## src/rtl/modular_remainder_unit_if.sv

```systemverilog
// Handshake bundle between a product source and the modular remainder unit.
// The slave modport is the reducer; the master modport is its upstream/downstream partner.
interface modular_remainder_unit_if #(
   parameter int PROD_WIDTH = 96,
   parameter int MOD_WIDTH  = 64
);
   logic                  in_valid;
   logic                  in_ready;
   logic [PROD_WIDTH-1:0] product;
   logic [MOD_WIDTH-1:0]  modulus;
   logic                  out_valid;
   logic                  out_ready;
   logic [MOD_WIDTH-1:0]  remainder;
   logic                  err_mod0;

   modport master (
      output in_valid, product, modulus, out_ready,
      input  in_ready, out_valid, remainder, err_mod0
   );

   modport slave (
      input  in_valid, product, modulus, out_ready,
      output in_ready, out_valid, remainder, err_mod0
   );
endinterface

```

## src/rtl/modular_remainder_unit.sv

```systemverilog
// Restoring shift-subtract reduction of a product modulo a modulus, one product bit per cycle.
//
//   state | meaning
//   IDLE  | ready for an operation; accept latches product and modulus
//   RUN   | one dividend bit shifted into the partial remainder per cycle
//   DONE  | result held on remainder/err_mod0 until out_ready
module modular_remainder_unit #(
   parameter int PROD_WIDTH = 96,
   parameter int MOD_WIDTH  = 64
) (
   input logic                    clk,
   input logic                    rst_n,
   modular_remainder_unit_if.slave bus
);
   localparam int CW = $clog2(PROD_WIDTH);

   typedef enum logic [1:0] {IDLE = 2'd0, RUN = 2'd1, DONE = 2'd2} state_t;

   state_t                state_q, state_d;
   logic [PROD_WIDTH-1:0] shift_q;
   logic [MOD_WIDTH-1:0]  mod_q;
   logic [MOD_WIDTH-1:0]  r_q;
   logic [CW-1:0]         cnt_q;
   logic [MOD_WIDTH-1:0]  rem_q;
   logic                  err_q;

   logic                  accept;
   logic [MOD_WIDTH:0]    t;
   logic [MOD_WIDTH:0]    m_ext;
   logic [MOD_WIDTH-1:0]  r_nxt;

   assign accept = (state_q == IDLE) && bus.in_valid;

   always_ff @(posedge clk or negedge rst_n) begin
      if (!rst_n) state_q <= IDLE;
      else        state_q <= state_d;
   end

   always_comb begin
      state_d = state_q;
      unique case (state_q)
         IDLE: if (bus.in_valid) state_d = (bus.modulus == '0) ? DONE : RUN;
         RUN:  if (cnt_q == '0)  state_d = DONE;
         DONE: if (bus.out_ready) state_d = IDLE;
         default: state_d = IDLE;
      endcase
   end

   always_comb begin
      bus.in_ready  = (state_q == IDLE);
      bus.out_valid = (state_q == DONE);
   end

   // The partial remainder stays below the modulus, so it fits MOD_WIDTH bits;
   // only the shifted trial value needs the extra bit for the compare.
   always_comb begin
      t     = {r_q, shift_q[PROD_WIDTH-1]};
      m_ext = {1'b0, mod_q};
      r_nxt = (t >= m_ext) ? MOD_WIDTH'(t - m_ext) : t[MOD_WIDTH-1:0];
   end

   always_ff @(posedge clk or negedge rst_n) begin
      if (!rst_n) begin
         shift_q <= '0;
         mod_q   <= '0;
         r_q     <= '0;
         cnt_q   <= '0;
         rem_q   <= '0;
         err_q   <= 1'b0;
      end else if (accept) begin
         shift_q <= bus.product;
         mod_q   <= bus.modulus;
         r_q     <= '0;
         cnt_q   <= CW'(PROD_WIDTH - 1);
         if (bus.modulus == '0) begin
            rem_q <= '0;
            err_q <= 1'b1;
         end
      end else if (state_q == RUN) begin
         r_q     <= r_nxt;
         shift_q <= shift_q << 1;
         cnt_q   <= cnt_q - 1'b1;
         if (cnt_q == '0) begin
            rem_q <= r_nxt;
            err_q <= 1'b0;
         end
      end
   end

   assign bus.remainder = rem_q;
   assign bus.err_mod0  = err_q;
endmodule

```

## src/flat_wrapper.sv

```systemverilog
// flat-port wrapper written by rule: the top's interface ports become plain ports
module modular_remainder_unit_flat 
#(
   parameter int PROD_WIDTH = 96,
   parameter int MOD_WIDTH  = 64
)
  (clk, rst_n, bus_in_valid, bus_product, bus_modulus, bus_out_ready, bus_in_ready, bus_out_valid, bus_remainder, bus_err_mod0);
  modular_remainder_unit_if #(.PROD_WIDTH(PROD_WIDTH), .MOD_WIDTH(MOD_WIDTH)) bus_i ();
  input logic clk;
  input logic rst_n;
  input wire logic [$bits(bus_i.in_valid)-1:0] bus_in_valid;
  input wire logic [$bits(bus_i.product)-1:0] bus_product;
  input wire logic [$bits(bus_i.modulus)-1:0] bus_modulus;
  input wire logic [$bits(bus_i.out_ready)-1:0] bus_out_ready;
  output wire logic [$bits(bus_i.in_ready)-1:0] bus_in_ready;
  output wire logic [$bits(bus_i.out_valid)-1:0] bus_out_valid;
  output wire logic [$bits(bus_i.remainder)-1:0] bus_remainder;
  output wire logic [$bits(bus_i.err_mod0)-1:0] bus_err_mod0;
  assign bus_i.in_valid = bus_in_valid;
  assign bus_i.product = bus_product;
  assign bus_i.modulus = bus_modulus;
  assign bus_i.out_ready = bus_out_ready;
  assign bus_in_ready = bus_i.in_ready;
  assign bus_out_valid = bus_i.out_valid;
  assign bus_remainder = bus_i.remainder;
  assign bus_err_mod0 = bus_i.err_mod0;
  modular_remainder_unit #(.PROD_WIDTH(PROD_WIDTH), .MOD_WIDTH(MOD_WIDTH)) u_core (.clk(clk), .rst_n(rst_n), .bus(bus_i));
endmodule
```

## config.mk

```make
export PLATFORM = sky130hd
export DESIGN_NAME = modular_remainder_unit_flat
export DESIGN_NICKNAME = d
export VERILOG_FILES = /design/src/rtl/modular_remainder_unit_if.sv /design/src/rtl/modular_remainder_unit.sv /design/src/flat_wrapper.sv
export SDC_FILE = /design/constraint.sdc
export NUM_CORES = 1
export LEC_CHECK = 0
export CORE_MARGIN = 2
export CORE_UTILIZATION = 55
export DETAILED_ROUTE_END_ITERATION = 8
export PLACE_DENSITY = 0.89
export SLEW_MARGIN = 10
export SYNTH_ARGS = -nofsm -noshare
export SYNTH_HDL_FRONTEND = slang
export SYNTH_SLANG_ARGS = --single-unit
```

## constraint.sdc

```tcl
create_clock -name clk -period 4.9 [get_ports clk]
set_clock_uncertainty 0.05 [all_clocks]
set_input_delay 0.98 -clock clk [delete_from_list [all_inputs] [get_ports clk]]
set_output_delay 0.98 -clock clk [all_outputs]
set_load 0.03 [all_outputs]
```

Word-level counts from Yosys, hierarchy flattened

Index checks and enable logic that the tools add are counted.

Register bits: 298
Latch bits: 0
RAM bits: 0
ROM bits: 0
Output and inout bits: 67
Memories kept: 0

Add/sub/neg operators: 2
$mul: 0
Div/mod/pow operators: 0
Magnitude comparators: 1
Eq/ne operators: 6
Shift operators: 0
Mux-type cells: 20
Bitwise gates (word level): 0
Reductions and logical operators: 8

Operators with widths:

| operator                                             | count |
|---|---|
| two-way mux 64 bit                                   | 7 |
| two-way mux 96 bit                                   | 2 |
| >= comparator 65 x 64 -> 1 bit                       | 1 |
| zero test 64 bit                                     | 1 |
| subtractor 64 bit                                    | 1 |
| two-way mux 7 bit                                    | 2 |
| two-way mux 2 bit                                    | 4 |
| != test 2 bit (second input constant)                | 4 |
| zero test 7 bit                                      | 1 |
| subtractor 7 x 1 -> 7 bit (second input constant)    | 1 |
| one-hot mux 2 bit (3 select lines)                   | 1 |
| AND reduction 3 bit                                  | 2 |
| two-way mux 1 bit                                    | 4 |
| nonzero test 2 bit                                   | 2 |
| equality test 2 x 1 -> 1 bit (second input constant) | 1 |
| equality test 2 bit (second input constant)          | 1 |
| zero test 2 bit                                      | 1 |
| logical AND 1 bit                                    | 1 |

Logic depth before layout (Yosys ltp)

Gate-level depths: netlist (run 1).

Word-level depth: 5
Mapped depth: 15

Worst setup path before layout (run 1)

No wires, ideal clock.

Path kind: reg-to-reg
Start point: reg u_core.mod_q[0]
End point: reg u_core.r_q[62]
Library setup time: 0.073 ns
Arrival time: 3.078 ns
Required time: 4.777 ns
Setup slack: 1.699 ns
Cell stages (with the launch flop): 13
Buffers on the path: 0
Clock period less this slack: 3.201 ns
Cells stage by stage: dfrtp_1 > ha_1 > fa_1 > nor2b_1 > o21ai_0 > a2111o_1 > nand2_1 > o31ai_1 > a41oi_1 > a31oi_1 > a2111oi_2 > nor3_1 > a21oi_2

Longest elaborated chain between the ends: 4
Elaborated cells between the ends (all ways): 5
Classes of those cells: add/sub: 1; order compare: 1; mux: 3

RTL lines:

| item                                                                       | RTL line                     | text |
|---|---|---|
| from (decl)                                                                | modular_remainder_unit.sv:21 | `logic [MOD_WIDTH-1:0] mod_q;` |
| from (signal assigned)                                                     | modular_remainder_unit.sv:72 | `mod_q <= bus.modulus;` |
| subtractor 64 bit / >= comparator 65 x 64 -> 1 bit (equally long branches) | modular_remainder_unit.sv:59 | `r_nxt = (t >= m_ext) ? MOD_WIDTH'(t - m_ext) : t[MOD_WIDTH-1:0];` |
| two-way mux 64 bit (*)                                                     | modular_remainder_unit.sv:59 |  |
| two-way mux 64 bit (*)                                                     | modular_remainder_unit.sv:79 | `end else if (state_q == RUN) begin` |
| two-way mux 64 bit (*)                                                     | modular_remainder_unit.sv:70 | `end else if (accept) begin` |
| to (signal assigned)                                                       | modular_remainder_unit.sv:80 | `r_q <= r_nxt;` |
| to (decl)                                                                  | modular_remainder_unit.sv:22 | `logic [MOD_WIDTH-1:0] r_q;` |

Every way passes the cells marked *; elsewhere a longest branch is shown, timed or not. The select of a mux whose other input is x is not followed.
A chain may end at the register's enable or synchronous reset.

Worst setup path after layout (run 1)

Start point: in bus_modulus[25]
End point: reg u_core.rem_q[35] (netlist: u_core.bus.remainder[35])

Longest elaborated chain between the ends: 3

RTL lines:

| item                                 | RTL line                     | text |
|---|---|---|
| from (decl)                          | flat_wrapper.sv:13           | `input wire logic [$bits(bus_i.modulus)-1:0] bus_modulus;` |
| zero test 64 bit                     | modular_remainder_unit.sv:75 | `if (bus.modulus == '0) begin` |
| != test 2 bit (no source line)       | -                            |  |
| AND reduction 3 bit (no source line) | -                            |  |
| to (signal assigned)                 | modular_remainder_unit.sv:84 | `rem_q <= r_nxt;` |
| to (decl)                            | modular_remainder_unit.sv:24 | `logic [MOD_WIDTH-1:0] rem_q;` |

No other way between the ends.

==> results of run 1 <==
==> cells in the final DEF (no fill, tap or decap), types with 9 or more instances in the layout <==
master,netlist,routed
sky130_fd_sc_hd__nand4_1,33,33
sky130_fd_sc_hd__nor2b_1,10,9
sky130_fd_sc_hd__a21oi_1,136,135
sky130_fd_sc_hd__dfrtp_1,298,298
sky130_fd_sc_hd__buf_4,5,17
sky130_fd_sc_hd__xor2_1,29,29
sky130_fd_sc_hd__a211oi_1,9,9
sky130_fd_sc_hd__o21ai_0,230,230
sky130_fd_sc_hd__nand2_1,381,380
sky130_fd_sc_hd__and2_1,10,10
sky130_fd_sc_hd__a22oi_1,94,94
sky130_fd_sc_hd__a21o_1,18,18
sky130_fd_sc_hd__o31ai_1,11,11
sky130_fd_sc_hd__mux2i_1,25,25
sky130_fd_sc_hd__nand3_1,64,64
sky130_fd_sc_hd__nor3_1,22,22
sky130_fd_sc_hd__nor2_1,70,69
sky130_fd_sc_hd__nor4_1,22,22
sky130_fd_sc_hd__clkbuf_16,0,34
sky130_fd_sc_hd__ha_1,66,66
sky130_fd_sc_hd__clkdlybuf4s50_1,0,229
sky130_fd_sc_hd__o21a_1,12,12
sky130_fd_sc_hd__inv_1,88,88
sky130_fd_sc_hd__xnor2_1,32,32
sky130_fd_sc_hd__o211ai_1,9,9
sky130_fd_sc_hd__o21bai_1,18,18
==> critical path, cell delays in order <==
cell and delay [ps]:
sky130_fd_sc_hd__clkdlybuf4s50_1 430, sky130_fd_sc_hd__nor4_1 900, sky130_fd_sc_hd__nand4_1 370, sky130_fd_sc_hd__nor4_1 750
sky130_fd_sc_hd__a21oi_4 400, sky130_fd_sc_hd__buf_4 350, sky130_fd_sc_hd__a32oi_1 160, sky130_fd_sc_hd__o21ai_0 110
==> state kept, by name (all words and copies together), names as in the netlist <==
| signal | flops |
|---|---|
| u_core.shift_q | 96 |
| u_core.bus.err_mod0 | 1 |
| u_core.cnt_q | 7 |
| u_core.r_q | 64 |
| u_core.bus.remainder | 64 |
| u_core.mod_q | 64 |
| u_core.state_q | 2 |
==> final cells by class <==
type / instances / area share [%]
flip-flops and latches: 298 / 37.33
well taps: 390 / 2.443
clock buffers: 45 / 4.716
repair buffers: 250 / 12.49
inverters: 88 / 1.653
diodes: 1 / 0.01253
clock inverters: 14 / 0.8455
multi-input cells: 1389 / 40.51
==> power groups by stage <==
stage	Clock, mW	Sequential (mW)	Combinational [mW]
global placement	0	3.97	7.55
floorplan	0	3.96	5.78
global route	2.67	4.10	8.82
CTS	2.57	4.00	7.85
finish	2.54	4.02	7.99
detailed placement	0	4.02	7.79
==> metal layers <==
| layer | wire (um) | vias up | track usage [%] |
|---|---|---|---|
| li1 | - | 7012 | - |
| met1 | 19310 | 7247 | 38.92 |
| met2 | 21690 | 673 | 48.55 |
| met3 | 4270 | 110 | 7.838 |
| met4 | 1446 | 0 | 9.952 |
| met5 | 0 | - | 0 |
==> metrics by stage <==
stage,std cells,total power [mW],hold slack (ps)
final,2475,14.56,411.5
after global routing,2474,15.60,443.5
after CTS,2474,14.42,422.4
after detailed placement,2415,11.81,414.2
after global placement,2415,11.52,407.5
after floorplan,1902,9.740,396.3
==> cells by family (layout without fill, tap and decap cells) <==
family,after synthesis,after routing,share of synthesized area [%]
AND/OR/NAND/NOR,645,645,17.24
flip-flops,298,298,45.60
adder cells (fa/ha/maj),67,67,5.173
multiplexers,26,26,1.599
other,0,1,0
AO/OA/AOI/OAI,590,590,21.95
XOR/XNOR,61,61,3.267
buffers and inverters,215,397,5.165
==> worst min-delay path by stage <==
stage	start	to
2_1_floorplan	u_core.shift_q[10]	u_core.shift_q[10]
3_3_place_gp	u_core.shift_q[30]	u_core.shift_q[30]
3_5_place_dp	u_core.shift_q[93]	u_core.shift_q[93]
4_1_cts	rst_n	u_core.mod_q[38]
5_1_grt	u_core.shift_q[45]	u_core.shift_q[45]
6_report	rst_n	u_core.mod_q[38]
==> flow_summary.html, run 1 <==
<table>
<tr><th>Metric</th><th>Value</th></tr>
<tr><th colspan="2">Die</th></tr>
<tr><td>Cell Rows</td><td>63</td></tr>
<tr><td>Floorplan core area</td><td>29480 um2</td></tr>
<tr><td>Initial standard-cell utilization of the core</td><td>55.47%</td></tr>
<tr><td>Count of boundary I/O pins</td><td>231</td></tr>
<tr><td>Chip Height</td><td>176.4 um</td></tr>
<tr><td>Die Footprint</td><td>31130 um2</td></tr>
<tr><td>Die span in x</td><td>176.4 um</td></tr>
<tr><th colspan="2">STA</th></tr>
<tr><td>Setup repair after global routing missed its margin</td><td>no</td></tr>
<tr><td>Slew Limit Headroom</td><td>29.82%</td></tr>
<tr><td>Tmin final</td><td>4151 ps</td></tr>
<tr><td>Smallest setup slack after layout</td><td>748.9 ps</td></tr>
<tr><td>Achievable Freq</td><td>0.2409 GHz</td></tr>
<tr><td>Setup violations, final</td><td>0</td></tr>
<tr><td>Hold violation total from the final report</td><td>0</td></tr>
<tr><td>Final Cycle Share</td><td>84.72%</td></tr>
<tr><td>Setup tns final</td><td>0 ps</td></tr>
<tr><td>Slew Limit Fails</td><td>0</td></tr>
<tr><td>Transition time at the pin with the least slew margin</td><td>1043 ps</td></tr>
<tr><th colspan="2">Cells and area</th></tr>
<tr><td>Post-Route Utilization</td><td>67.77%</td></tr>
<tr><td>FILL cells</td><td>2357</td></tr>
<tr><td>Layout cells sized above 1</td><td>4.511%</td></tr>
<tr><td>Register area</td><td>7457 um2</td></tr>
<tr><td>Final non-filler cell area</td><td>19980 um2</td></tr>
<tr><td>P&amp;R area growth vs syn</td><td>22.17%</td></tr>
<tr><td>Area of the multi-input gates</td><td>8094 um2</td></tr>
<tr><td>Fin nets</td><td>2292</td></tr>
<tr><th colspan="2">Placed design</th></tr>
<tr><td>Total cell area at the placement stage</td><td>18860 um2</td></tr>
<tr><td>HPWL reported at the end of detailed placement</td><td>33.60 mm</td></tr>
<tr><td>Post-placement setup slack</td><td>258.7 ps</td></tr>
<tr><td>GP Congestion</td><td>0.9673</td></tr>
<tr><td>Count of buffers from port buffering</td><td>230</td></tr>
<tr><th colspan="2">Power</th></tr>
<tr><td>Switching Share</td><td>44.72%</td></tr>
<tr><td>Peak supply drop</td><td>0.3578 mV</td></tr>
<tr><td>Portion of total power attributed to the clock network</td><td>17.5%</td></tr>
<tr><td>Pint</td><td>8.047 mW</td></tr>
<tr><td>Net switching power figure</td><td>6.510 mW</td></tr>
<tr><td>Fraction of power consumed by combinational cells</td><td>54.9%</td></tr>
<tr><td>Relative contribution of sequential cells to total power</td><td>27.6%</td></tr>
<tr><td>Power density over the cells</td><td>728.7 nW/um2</td></tr>
<tr><td>Leakage power</td><td>8.787 nW</td></tr>
<tr><th colspan="2">Synthesis</th></tr>
<tr><td>Most frequently used cell type in the post-synthesis netlist</td><td>sky130_fd_sc_hd__nand2_1</td></tr>
<tr><td>Fraction of synthesis flops using an asynchronous set or reset pin</td><td>100.0%</td></tr>
<tr><td>Post-Synthesis Cells</td><td>1902</td></tr>
<tr><td>Top cell type by total area after synthesis</td><td>sky130_fd_sc_hd__dfrtp_1</td></tr>
<tr><td>Count of synthesis-stage warnings from yosys</td><td>0</td></tr>
<tr><td>Synthesis-stage register bit count</td><td>298</td></tr>
<tr><td>Unique masters post-synth</td><td>68</td></tr>
<tr><td>Top cells by area in the synthesized netlist</td><td>sky130_fd_sc_hd__dfrtp_1 (46%), sky130_fd_sc_hd__nand2_1 (8.7%), sky130_fd_sc_hd__o21ai_0 (7.0%), sky130_fd_sc_hd__ha_1 (5.1%), sky130_fd_sc_hd__a22oi_1 (4.3%)</td></tr>
<tr><td>Netlist Area Pre-Place</td><td>16350 um2</td></tr>
<tr><td>Post-synth EDFFs</td><td>0</td></tr>
<tr><td>Proportion of netlist area held by the largest area contributor</td><td>45.60%</td></tr>
<tr><td>Top flip-flop cell by instance count after synthesis</td><td>sky130_fd_sc_hd__dfrtp_1</td></tr>
<tr><td>Syn Area/Cell</td><td>8.597 um2</td></tr>
<tr><td>Leading cell types by count after synthesis</td><td>sky130_fd_sc_hd__nand2_1 (381), sky130_fd_sc_hd__dfrtp_1 (298), sky130_fd_sc_hd__o21ai_0 (230), sky130_fd_sc_hd__a21oi_1 (136), sky130_fd_sc_hd__clkbuf_1 (105)</td></tr>
<tr><td>Sequential fraction of the synthesis area</td><td>45.60%</td></tr>
<tr><td>Net count after synthesis</td><td>2133</td></tr>
<tr><th colspan="2">Setup path</th></tr>
<tr><td>Setup crit end</td><td>u_core.bus.remainder[35]</td></tr>
<tr><td>Worst Setup Path Type</td><td>in2reg</td></tr>
<tr><td>Req. time, crit path</td><td>5210 ps</td></tr>
<tr><td>CP endpoint kind</td><td>flop</td></tr>
<tr><td>Register-to-Register Setup Slack</td><td>900 ps</td></tr>
<tr><td>Capturing point of the worst reg2reg path</td><td>u_core.bus.remainder[47]</td></tr>
<tr><td>Timing startpoint of the critical path</td><td>bus_modulus[25]</td></tr>
<tr><td>WP data arrival</td><td>4460 ps</td></tr>
<tr><td>Worst R2R Start</td><td>u_core.r_q[55]</td></tr>
<tr><td>Highest fanout seen on the critical path</td><td>30</td></tr>
<tr><td>Depth of the most critical reg-to-reg path</td><td>12</td></tr>
<tr><td>Category of the worst setup path launch point</td><td>input pin</td></tr>
<tr><th colspan="2">Clocking</th></tr>
<tr><td>Number of sinks driven by the clock tree</td><td>298</td></tr>
<tr><td>Post-CTS setup buffer count</td><td>0</td></tr>
<tr><td>Skew-Pair Late Insertion Delay</td><td>520 ps</td></tr>
<tr><td>CTS buffer count</td><td>34</td></tr>
<tr><td>Root buffer cell</td><td>sky130_fd_sc_hd__clkbuf_16</td></tr>
<tr><td>CTS Buffer Depth</td><td>3</td></tr>
<tr><td>Post-CTS Hold Fix Bufs</td><td>0</td></tr>
<tr><td>Post-cts resize count</td><td>0</td></tr>
<tr><td>Clock-pin slew on the worst setup and hold paths</td><td>60 ps</td></tr>
<tr><td>Clock tree from TritonCTS</td><td>yes</td></tr>
<tr><td>Htree depth</td><td>2</td></tr>
<tr><th colspan="2">Route</th></tr>
<tr><td>Vias after detailed routing</td><td>15040</td></tr>
<tr><td>First-pass iteration count of the detailed router</td><td>6</td></tr>
<tr><td>Per-cell routed wire length</td><td>18.88 um</td></tr>
<tr><td>Post-detailed-route via-to-cell ratio</td><td>6.078</td></tr>
<tr><td>Number of remaining DRC errors</td><td>0</td></tr>
<tr><td>Number of DRC violations after detailed-routing iteration 0</td><td>1253</td></tr>
<tr><td>Routed wire length</td><td>46.72 mm</td></tr>
<tr><td>Routed Antenna Nets</td><td>0</td></tr>
<tr><th colspan="2">Outcome</th></tr>
<tr><td>Result of the run</td><td>finished, final reports clean</td></tr>
<tr><th colspan="2">Global routing</th></tr>
<tr><td>Via count of the first global-routing pass</td><td>14640</td></tr>
<tr><td>Initial antenna violation count</td><td>1</td></tr>
<tr><td>Overall global routing resource usage</td><td>29.83%</td></tr>
<tr><td>Wire length of the first global-routing pass</td><td>74.87 mm</td></tr>
<tr><td>Remaining Overflow, GRT</td><td>0</td></tr>
<tr><td>Maximum number of pins on one net before global-route repair</td><td>116</td></tr>
<tr><th colspan="2">Worst hold path</th></tr>
<tr><td>Worst min path class</td><td>in2async</td></tr>
<tr><th colspan="2">Flow run</th></tr>
<tr><td>Max-cap check violation count</td><td>0</td></tr>
</table>
(Power assumes the default switching activity.)
==> inputs of run 2 (changes only) <==
==> constraint.sdc (replaced) <==
create_clock -name clk -period 4 [get_ports clk]
set_clock_uncertainty 0.05 [all_clocks]
set_input_delay 0.8 -clock clk [delete_from_list [all_inputs] [get_ports clk]]
set_output_delay 0.8 -clock clk [all_outputs]
set_load 0.03 [all_outputs]
==> flow_summary.html, run 2 (synthesized netlist as in run 1, its figures left out) <==
<table>
<tr><th>Metric</th><th>Value</th></tr>
<tr><th colspan="2">Die</th></tr>
<tr><td>Cell Rows</td><td>63 (unchanged)</td></tr>
<tr><td>Die span in x</td><td>176.4 um (unchanged)</td></tr>
<tr><td>Initial standard-cell utilization of the core</td><td>55.47% (unchanged)</td></tr>
<tr><td>Die Footprint</td><td>31130 um2 (unchanged)</td></tr>
<tr><td>Count of boundary I/O pins</td><td>231 (unchanged)</td></tr>
<tr><td>Floorplan core area</td><td>29480 um2 (unchanged)</td></tr>
<tr><td>Chip Height</td><td>176.4 um (unchanged)</td></tr>
<tr><th colspan="2">STA</th></tr>
<tr><td>Hold violation total from the final report</td><td>0 (unchanged)</td></tr>
<tr><td>Slew Limit Headroom</td><td>30.96% (was 29.82%)</td></tr>
<tr><td>Transition time at the pin with the least slew margin</td><td>1036 ps (was 1043 ps)</td></tr>
<tr><td>Final-layout worst hold slack</td><td>244.7 ps (was 411.5 ps)</td></tr>
<tr><td>Slew Limit Fails</td><td>0 (unchanged)</td></tr>
<tr><td>Achievable Freq</td><td>0.2599 GHz</td></tr>
<tr><td>Setup violations, final</td><td>0 (unchanged)</td></tr>
<tr><td>Final Cycle Share</td><td>96.21%</td></tr>
<tr><td>Tmin final</td><td>3848 ps</td></tr>
<tr><th colspan="2">Route</th></tr>
<tr><td>First-pass iteration count of the detailed router</td><td>7 (was 6)</td></tr>
<tr><td>Per-cell routed wire length</td><td>19.01 um (was 18.88 um)</td></tr>
<tr><td>Routed wire length</td><td>47.31 mm (was 46.72 mm)</td></tr>
<tr><td>Number of DRC violations after detailed-routing iteration 0</td><td>1335 (was 1253)</td></tr>
<tr><td>Number of remaining DRC errors</td><td>0 (unchanged)</td></tr>
<tr><td>Vias after detailed routing</td><td>15100 (was 15040)</td></tr>
<tr><td>Routed Antenna Nets</td><td>0 (unchanged)</td></tr>
<tr><td>Post-detailed-route via-to-cell ratio</td><td>6.067 (was 6.078)</td></tr>
<tr><th colspan="2">Outcome</th></tr>
<tr><td>Result of the run</td><td>finished, final reports clean (unchanged)</td></tr>
<tr><th colspan="2">Global routing</th></tr>
<tr><td>Remaining Overflow, GRT</td><td>0 (unchanged)</td></tr>
<tr><td>Initial antenna violation count</td><td>1 (unchanged)</td></tr>
<tr><td>Maximum number of pins on one net before global-route repair</td><td>168 (was 116)</td></tr>
<tr><td>Overall global routing resource usage</td><td>30.09% (was 29.83%)</td></tr>
<tr><td>Wire length of the first global-routing pass</td><td>76.16 mm (was 74.87 mm)</td></tr>
<tr><td>Via count of the first global-routing pass</td><td>14800 (was 14640)</td></tr>
<tr><th colspan="2">Clocking</th></tr>
<tr><td>Number of sinks driven by the clock tree</td><td>298 (unchanged)</td></tr>
<tr><td>Clock tree from TritonCTS</td><td>yes (unchanged)</td></tr>
<tr><td>CTS buffer count</td><td>31 (was 34)</td></tr>
<tr><td>Root buffer cell</td><td>sky130_fd_sc_hd__clkbuf_16 (unchanged)</td></tr>
<tr><td>Htree depth</td><td>1 (was 2)</td></tr>
<tr><td>Post-CTS Hold Fix Bufs</td><td>0 (unchanged)</td></tr>
<tr><td>Clock-pin slew on the worst setup and hold paths</td><td>60 ps (about the same)</td></tr>
<tr><td>CTS Buffer Depth</td><td>3 (unchanged)</td></tr>
<tr><td>Skew-Pair Late Insertion Delay</td><td>570 ps (was 520 ps)</td></tr>
<tr><th colspan="2">Worst hold path</th></tr>
<tr><td>Worst min path class</td><td>in2async (unchanged)</td></tr>
<tr><th colspan="2">Cells and area</th></tr>
<tr><td>Antenna diodes</td><td>0 (was 1)</td></tr>
<tr><td>Number of flip-flops in the largest register</td><td>96 (unchanged)</td></tr>
<tr><td>Commonest cells after routing, fill and taps aside</td><td>sky130_fd_sc_hd__nand2_1 (380), sky130_fd_sc_hd__dfrtp_1 (298), sky130_fd_sc_hd__o21ai_0 (230) (unchanged)</td></tr>
<tr><td>P&amp;R area growth vs syn</td><td>23.60% (was 22.17%)</td></tr>
<tr><td>Post-Route Utilization</td><td>68.56% (was 67.77%)</td></tr>
<tr><td>Reg with most FFs</td><td>u_core.shift_q (unchanged)</td></tr>
<tr><td>Final non-filler cell area</td><td>20210 um2 (was 19980 um2)</td></tr>
<tr><td>Layout cells sized above 1</td><td>5.431% (was 4.511%)</td></tr>
<tr><td>Fin nets</td><td>2306 (was 2292)</td></tr>
<tr><td>Most frequent standard cell in the layout excluding fill and tap cells</td><td>sky130_fd_sc_hd__nand2_1 (unchanged)</td></tr>
<tr><th colspan="2">Setup path</th></tr>
<tr><td>Worst Setup Path Type</td><td>reg2reg (was in2reg)</td></tr>
<tr><td>Depth of the most critical reg-to-reg path</td><td>12 (unchanged)</td></tr>
<tr><td>Slowest cell on crit path</td><td>sky130_fd_sc_hd__or4_1 (was sky130_fd_sc_hd__nor4_1)</td></tr>
<tr><td>Cell Chain, Critical Path</td><td>ha_1, nand4_1, or3_1, or4_1, a211oi_4, o21ai_2, a21oi_4, nor2_4, buf_12, a2111oi_0, a221o_1, o21ba_1 (was clkdlybuf4s50_1, nor4_1, nand4_1, nor4_1, a21oi_4, buf_4, a32oi_1, o21ai_0)</td></tr>
<tr><td>Highest fanout seen on the critical path</td><td>9 (was 30)</td></tr>
<tr><td>Category of the worst setup path launch point</td><td>flop (was input pin)</td></tr>
<tr><td>CP endpoint kind</td><td>flop (unchanged)</td></tr>
<tr><td>Longest individual stage delay on the worst path</td><td>570 ps (was 900 ps)</td></tr>
<tr><td>Register-to-Register Setup Slack</td><td>150 ps (was 900 ps)</td></tr>
<tr><td>WP data arrival</td><td>4300 ps (was 4460 ps)</td></tr>
<tr><td>Req. time, crit path</td><td>4450 ps (was 5210 ps)</td></tr>
<tr><td>Worst R2R Start</td><td>u_core.r_q[18] (was u_core.r_q[55])</td></tr>
<tr><td>Capturing point of the worst reg2reg path</td><td>u_core.r_q[59] (was u_core.bus.remainder[47])</td></tr>
<tr><th colspan="2">Placed design</th></tr>
<tr><td>HPWL reported at the end of detailed placement</td><td>33.92 mm (was 33.60 mm)</td></tr>
<tr><td>GP Congestion</td><td>0.9799 (was 0.9673)</td></tr>
<tr><td>Count of buffers from port buffering</td><td>230 (unchanged)</td></tr>
<tr><td>Total cell area at the placement stage</td><td>19050 um2 (was 18860 um2)</td></tr>
<tr><th colspan="2">Power</th></tr>
<tr><td>Peak supply drop</td><td>0.4697 mV (was 0.3578 mV)</td></tr>
<tr><td>Leakage power</td><td>8.909 nW (was 8.787 nW)</td></tr>
<tr><td>Power density over the cells</td><td>894.4 nW/um2 (was 728.7 nW/um2)</td></tr>
<tr><th colspan="2">Flow run</th></tr>
<tr><td>Max-cap check violation count</td><td>0 (unchanged)</td></tr>
</table>
## run 2: cell types whose count changed in the layout (fill, tap and decap cells not counted), sizes merged
| cell | delta |
|---|---|
| buf | +17 |
| bufinv | +3 |
| clkbuf | -8 |
| clkinv | +2 |
| clkinvlp | -1 |
| diode | -1 |
| inv | +2 |
## run 2: routing by layer
metal | vias to the layer above | wire length (um) | global-route usage (%) | share of wire (%)
met5 | - | 0 | 0 | 0
met4 | 0 | 1468 | 9.470 | 3.1
met3 | 97 | 3966 | 7.041 | 8.4
met2 | 631 | 22250 | 49.59 | 47
met1 | 7347 | 19620 | 39.53 | 41
li1 | 7026 | - | - | -
## run 2: layout make-up
type / instances / area [um2]
clock buffer: 37 / 838.3
clock inverter: 20 / 275.3
fill: 2287 / 9270
inverter: 88 / 330.3
multi-input combinational: 1389 / 8099
sequential: 298 / 7457
tap: 390 / 488.0
timing repair buffer: 267 / 2723
## run 2: worst max path at each step
stage	start	end	slack, ps	cells after the start
2_1_floorplan	u_core.mod_q[0]	u_core.r_q[62]	800	12
3_5_place_dp	u_core.r_q[21]	u_core.r_q[40]	220	13
6_report	u_core.r_q[18]	u_core.r_q[59]	150	12
3_3_place_gp	u_core.r_q[55]	u_core.r_q[4]	310	12
4_1_cts	u_core.r_q[55]	u_core.bus.remainder[6]	180	12
5_1_grt	u_core.r_q[18]	u_core.bus.remainder[59]	-0.2	12
## run 2: report_power, final
part           switching (mW)  internal, mW  leakage (nW)
logic                    6.07          3.92          4.94
clock network            1.26          1.89         0.552
registers               0.749          4.20          3.42
total                    8.07          10.0          8.91
## run 2: through the flow
stage	TNS, ps	total power [mW]	std cells	setup slack, ps
2_1_floorplan	0	11.93	1902	798.9
3_3_place_gp	0	14.29	2429	308.1
3_5_place_dp	0	14.61	2429	223.4
4_1_cts	0	17.85	2486	176.4
5_1_grt	-0.1705	19.40	2489	-0.1705
6_report	0	18.08	2489	151.8
## run 2: worst max-delay path: cells and delay by family, from the launching register on
family	cells	cell delay, ps
and+or+nand+nor	4	1240
DFF	1	400
buffers and inverters	1	160
AOI/OAI and AO/OA	6	1470
adders and majority gates	1	450
## run 2: timing repair
| item | CTS | global route |
|---|---|---|
| buffers inserted | 0 | 3 |
| resized for setup | 0 | 2 |
| setup endpoints to repair | 0 | 47 |
| hold endpoints to repair | 0 | 0 |
==> inputs of run 3 (changes only) <==
--- a/config.mk
+++ b/config.mk
@@ -5,10 +5,12 @@
 export SDC_FILE = /design/constraint.sdc
 export NUM_CORES = 1
 export LEC_CHECK = 0
+export CELL_PAD_IN_SITES_DETAIL_PLACEMENT = 1
+export CELL_PAD_IN_SITES_GLOBAL_PLACEMENT = 1
 export CORE_MARGIN = 2
-export CORE_UTILIZATION = 55
+export CORE_UTILIZATION = 42
 export DETAILED_ROUTE_END_ITERATION = 8
-export PLACE_DENSITY = 0.89
+export PLACE_DENSITY = 0.9
 export SLEW_MARGIN = 10
 export SYNTH_ARGS = -nofsm -noshare
 export SYNTH_HDL_FRONTEND = slang
==> flow_summary.html, run 3 (synthesized netlist as in run 1, its figures left out) <==
<table>
<tr><th>Metric</th><th>Value</th></tr>
<tr><th colspan="2">Global routing</th></tr>
<tr><td>Via count of the first global-routing pass</td><td>16780 (was 14800)</td></tr>
<tr><td>Overall global routing resource usage</td><td>27.82% (was 30.09%)</td></tr>
<tr><td>Wire length of the first global-routing pass</td><td>91.05 mm (was 76.16 mm)</td></tr>
<tr><td>Met3 routing resource usage after global routing</td><td>7.904% (was 7.041%)</td></tr>
<tr><td>Remaining Overflow, GRT</td><td>0 (unchanged)</td></tr>
<tr><td>Met1 track demand over resource in global routing</td><td>33.83% (was 39.53%)</td></tr>
<tr><td>GRT busiest layer</td><td>met2 (unchanged)</td></tr>
<tr><td>Initial antenna violation count</td><td>3 (was 1)</td></tr>
<tr><td>Maximum number of pins on one net before global-route repair</td><td>113 (was 168)</td></tr>
<tr><td>Met2 track demand over resource</td><td>47.43% (was 49.59%)</td></tr>
<tr><th colspan="2">STA</th></tr>
<tr><td>Tmin final</td><td>3856 ps (was 3848 ps)</td></tr>
<tr><td>Setup violations, final</td><td>0 (unchanged)</td></tr>
<tr><td>Final Cycle Share</td><td>96.39% (was 96.21%)</td></tr>
<tr><td>Achievable Freq</td><td>0.2594 GHz (was 0.2599 GHz)</td></tr>
<tr><td>Slew Limit Fails</td><td>0 (unchanged)</td></tr>
<tr><td>Smallest setup slack after layout</td><td>144.4 ps (was 151.8 ps)</td></tr>
<tr><td>Setup repair after global routing missed its margin</td><td>no</td></tr>
<tr><td>Hold violation total from the final report</td><td>0 (unchanged)</td></tr>
<tr><td>Slew Limit Headroom</td><td>25.45% (was 30.96%)</td></tr>
<tr><td>Transition time at the pin with the least slew margin</td><td>1116 ps (was 1036 ps)</td></tr>
<tr><td>Setup tns final</td><td>0 ps (unchanged)</td></tr>
<tr><th colspan="2">Setup path</th></tr>
<tr><td>Depth of the most critical reg-to-reg path</td><td>12 (unchanged)</td></tr>
<tr><td>Cell Chain, Critical Path</td><td>ha_1, nand4_1, or3_1, or4_1, a211oi_2, o21ai_2, a21oi_4, nor2_4, buf_4, buf_12, mux2i_1, a211oi_1 (was ha_1, nand4_1, or3_1, or4_1, a211oi_4, o21ai_2, a21oi_4, nor2_4, buf_12, a2111oi_0, a221o_1, o21ba_1)</td></tr>
<tr><td>Category of the worst setup path launch point</td><td>flop (unchanged)</td></tr>
<tr><td>Capturing point of the worst reg2reg path</td><td>u_core.r_q[50] (was u_core.r_q[59])</td></tr>
<tr><td>Highest fanout seen on the critical path</td><td>23 (was 9)</td></tr>
<tr><td>WP data arrival</td><td>4230 ps (was 4300 ps)</td></tr>
<tr><td>Register-to-Register Setup Slack</td><td>140 ps (was 150 ps)</td></tr>
<tr><td>Worst R2R Start</td><td>u_core.r_q[21] (was u_core.r_q[18])</td></tr>
<tr><td>Req. time, crit path</td><td>4380 ps (was 4450 ps)</td></tr>
<tr><td>Worst Setup Path Type</td><td>reg2reg (unchanged)</td></tr>
<tr><td>Longest individual stage delay on the worst path</td><td>550 ps (was 570 ps)</td></tr>
<tr><td>CP endpoint kind</td><td>flop (unchanged)</td></tr>
<tr><td>Slowest cell on crit path</td><td>sky130_fd_sc_hd__or4_1 (unchanged)</td></tr>
<tr><th colspan="2">Route</th></tr>
<tr><td>Number of remaining DRC errors</td><td>0 (unchanged)</td></tr>
<tr><td>Number of DRC violations after detailed-routing iteration 0</td><td>899 (was 1335)</td></tr>
<tr><td>Routed wire length</td><td>56.42 mm (was 47.31 mm)</td></tr>
<tr><td>Vias after detailed routing</td><td>15410 (was 15100)</td></tr>
<tr><td>Routed Antenna Nets</td><td>0 (unchanged)</td></tr>
<tr><td>Post-detailed-route via-to-cell ratio</td><td>5.847 (was 6.067)</td></tr>
<tr><td>First-pass iteration count of the detailed router</td><td>6 (was 7)</td></tr>
<tr><td>Per-cell routed wire length</td><td>21.41 um (was 19.01 um)</td></tr>
<tr><th colspan="2">Die</th></tr>
<tr><td>Count of boundary I/O pins</td><td>231 (unchanged)</td></tr>
<tr><td>Floorplan core area</td><td>38560 um2 (was 29480 um2)</td></tr>
<tr><td>Die span in x</td><td>201.3 um (was 176.4 um)</td></tr>
<tr><td>Initial standard-cell utilization of the core</td><td>42.41% (was 55.47%)</td></tr>
<tr><td>Die Footprint</td><td>40530 um2 (was 31130 um2)</td></tr>
<tr><td>Chip Height</td><td>201.3 um (was 176.4 um)</td></tr>
<tr><td>Cell Rows</td><td>72 (was 63)</td></tr>
<tr><th colspan="2">Cells and area</th></tr>
<tr><td>Post-route non-filler standard cell count</td><td>2635 (was 2489)</td></tr>
<tr><td>Most frequent standard cell in the layout excluding fill and tap cells</td><td>sky130_fd_sc_hd__nand2_1 (unchanged)</td></tr>
<tr><td>Reg with most FFs</td><td>u_core.shift_q (unchanged)</td></tr>
<tr><td>Commonest cells after routing, fill and taps aside</td><td>sky130_fd_sc_hd__nand2_1 (379), sky130_fd_sc_hd__dfrtp_1 (298), sky130_fd_sc_hd__o21ai_0 (230) (was sky130_fd_sc_hd__nand2_1 (380), sky130_fd_sc_hd__dfrtp_1 (298), sky130_fd_sc_hd__o21ai_0 (230))</td></tr>
<tr><td>P&amp;R area growth vs syn</td><td>25.20% (was 23.60%)</td></tr>
<tr><td>Layout cells sized above 1</td><td>5.863% (was 5.431%)</td></tr>
<tr><td>Number of flip-flops in the largest register</td><td>96 (unchanged)</td></tr>
<tr><td>Fin nets</td><td>2321 (was 2306)</td></tr>
<tr><td>Post-Route Utilization</td><td>53.10% (was 68.56%)</td></tr>
<tr><th colspan="2">Power</th></tr>
<tr><td>Leakage power</td><td>8.973 nW (was 8.909 nW)</td></tr>
<tr><td>Relative contribution of sequential cells to total power</td><td>26.8% (was 27.4%)</td></tr>
<tr><td>Switching Share</td><td>45.50% (was 44.67%)</td></tr>
<tr><td>Net switching power figure</td><td>8.460 mW (was 8.074 mW)</td></tr>
<tr><td>Pint</td><td>10.13 mW (was 10.00 mW)</td></tr>
<tr><td>Fraction of power consumed by combinational cells</td><td>55.6% (was 55.2%)</td></tr>
<tr><td>Power density over the cells</td><td>908.1 nW/um2 (was 894.4 nW/um2)</td></tr>
<tr><td>Peak supply drop</td><td>0.3699 mV (was 0.4697 mV)</td></tr>
<tr><td>Portion of total power attributed to the clock network</td><td>17.6% (was 17.4%)</td></tr>
<tr><th colspan="2">Clocking</th></tr>
<tr><td>Clock-pin slew on the worst setup and hold paths</td><td>70 ps (was 60 ps)</td></tr>
<tr><td>Htree depth</td><td>2 (was 1)</td></tr>
<tr><td>Root buffer cell</td><td>sky130_fd_sc_hd__clkbuf_16 (unchanged)</td></tr>
<tr><td>CTS Buffer Depth</td><td>3 (unchanged)</td></tr>
<tr><td>Clock tree from TritonCTS</td><td>yes (unchanged)</td></tr>
<tr><td>Number of sinks driven by the clock tree</td><td>298 (unchanged)</td></tr>
<tr><td>Skew-Pair Late Insertion Delay</td><td>560 ps (was 570 ps)</td></tr>
<tr><td>CTS buffer count</td><td>35 (was 31)</td></tr>
<tr><th colspan="2">Placed design</th></tr>
<tr><td>HPWL reported at the end of detailed placement</td><td>40.70 mm (was 33.92 mm)</td></tr>
<tr><td>Number of instances in the placed design</td><td>2569 (was 2429)</td></tr>
<tr><td>Post-placement setup slack</td><td>93.74 ps (was 223.4 ps)</td></tr>
<tr><td>GP Congestion</td><td>0.8986 (was 0.9799)</td></tr>
<tr><td>Count of buffers from port buffering</td><td>230 (unchanged)</td></tr>
<tr><th colspan="2">Flow run</th></tr>
<tr><td>Max-cap check violation count</td><td>0 (unchanged)</td></tr>
<tr><th colspan="2">Worst hold path</th></tr>
<tr><td>Worst min path class</td><td>in2async (unchanged)</td></tr>
<tr><th colspan="2">Outcome</th></tr>
<tr><td>Result of the run</td><td>finished, final reports clean (unchanged)</td></tr>
</table>
run 3: changes by cell type in the layout (fill, tap and decap cells not counted), moves of 2 or more:
cell,before,now
sky130_fd_sc_hd__clkbuf_16,31,35
sky130_fd_sc_hd__clkbuf_8,4,7
sky130_fd_sc_hd__buf_12,11,9
sky130_fd_sc_hd__diode_2,0,2
sky130_fd_sc_hd__clkbuf_1,2,9
sky130_fd_sc_hd__clkinv_2,7,3
sky130_fd_sc_hd__bufinv_16,6,3
sky130_fd_sc_hd__buf_4,26,39
run 3: power groups by stage:
| stage | combinational (mW) | clock [mW] | sequential, mW |
|---|---|---|---|
| final | 10.3 | 3.28 | 4.98 |
| after global routing | 11.4 | 3.45 | 5.10 |
| after global placement | 9.53 | 0 | 4.88 |
| after CTS | 10.2 | 3.33 | 4.96 |
| after floorplan | 7.08 | 0 | 4.85 |
| after detailed placement | 10.1 | 0 | 4.97 |
run 3: area by class of cell:
class	instances	area (um2)
Timing Repair Buffer	278	2780
Antenna cell	2	5.005
Sequential cell	298	7457
Multi-Input combinational cell	1389	8099
Inverter	88	330.3
Clock inverter	11	147.6
Tap cell	518	648.1
Clock buffer	51	1006
Fill cell	4549	18080
run 3: worst max path at each step:
stage	cells past startpoint	start	endpoint	slack, ps
6_report	12	u_core.r_q[21]	u_core.r_q[50]	140
5_1_grt	12	u_core.r_q[23]	u_core.r_q[50]	20
4_1_cts	12	u_core.r_q[55]	u_core.bus.remainder[24]	40
3_5_place_dp	12	u_core.r_q[55]	u_core.r_q[27]	90
3_3_place_gp	12	u_core.r_q[55]	u_core.r_q[21]	330
2_1_floorplan	12	u_core.mod_q[0]	u_core.r_q[62]	800
run 3: routing by layer:
layer  part of all wire [%]  vias up  wire length, um
met1                     41     7757            22930
met5                  0.019        -               11
li1                       -     7060                -
met2                     49      462            27380
met4                    3.2        2             1780
met3                    7.7      126             4316
run 3: critical path, delay by kind of cell (launching register included):
kind	cells	cell delay, ps
fa+ha+maj	1	460
simple gates	4	1180
buf+inv	2	360
compound gates	4	1090
flops	1	400
mux	1	170
run 3: what timing repair did:
item | CTS | global route
endpoints found under the setup margin | 0 | 67
gates resized for setup | 0 | 2
hold buffers | 0 | 0
buffers inserted | 0 | 2
run 3: stage by stage:
stage | cell area (um2) | power, mW | hold slack (ps)
4_1_cts | 20450 | 18.49 | 328.3
2_1_floorplan | 16350 | 11.93 | 396.3
3_3_place_gp | 19290 | 14.41 | 407.6
6_report | 20470 | 18.59 | 300.4
3_5_place_dp | 19290 | 15.04 | 414.6
5_1_grt | 20470 | 19.97 | 347.0
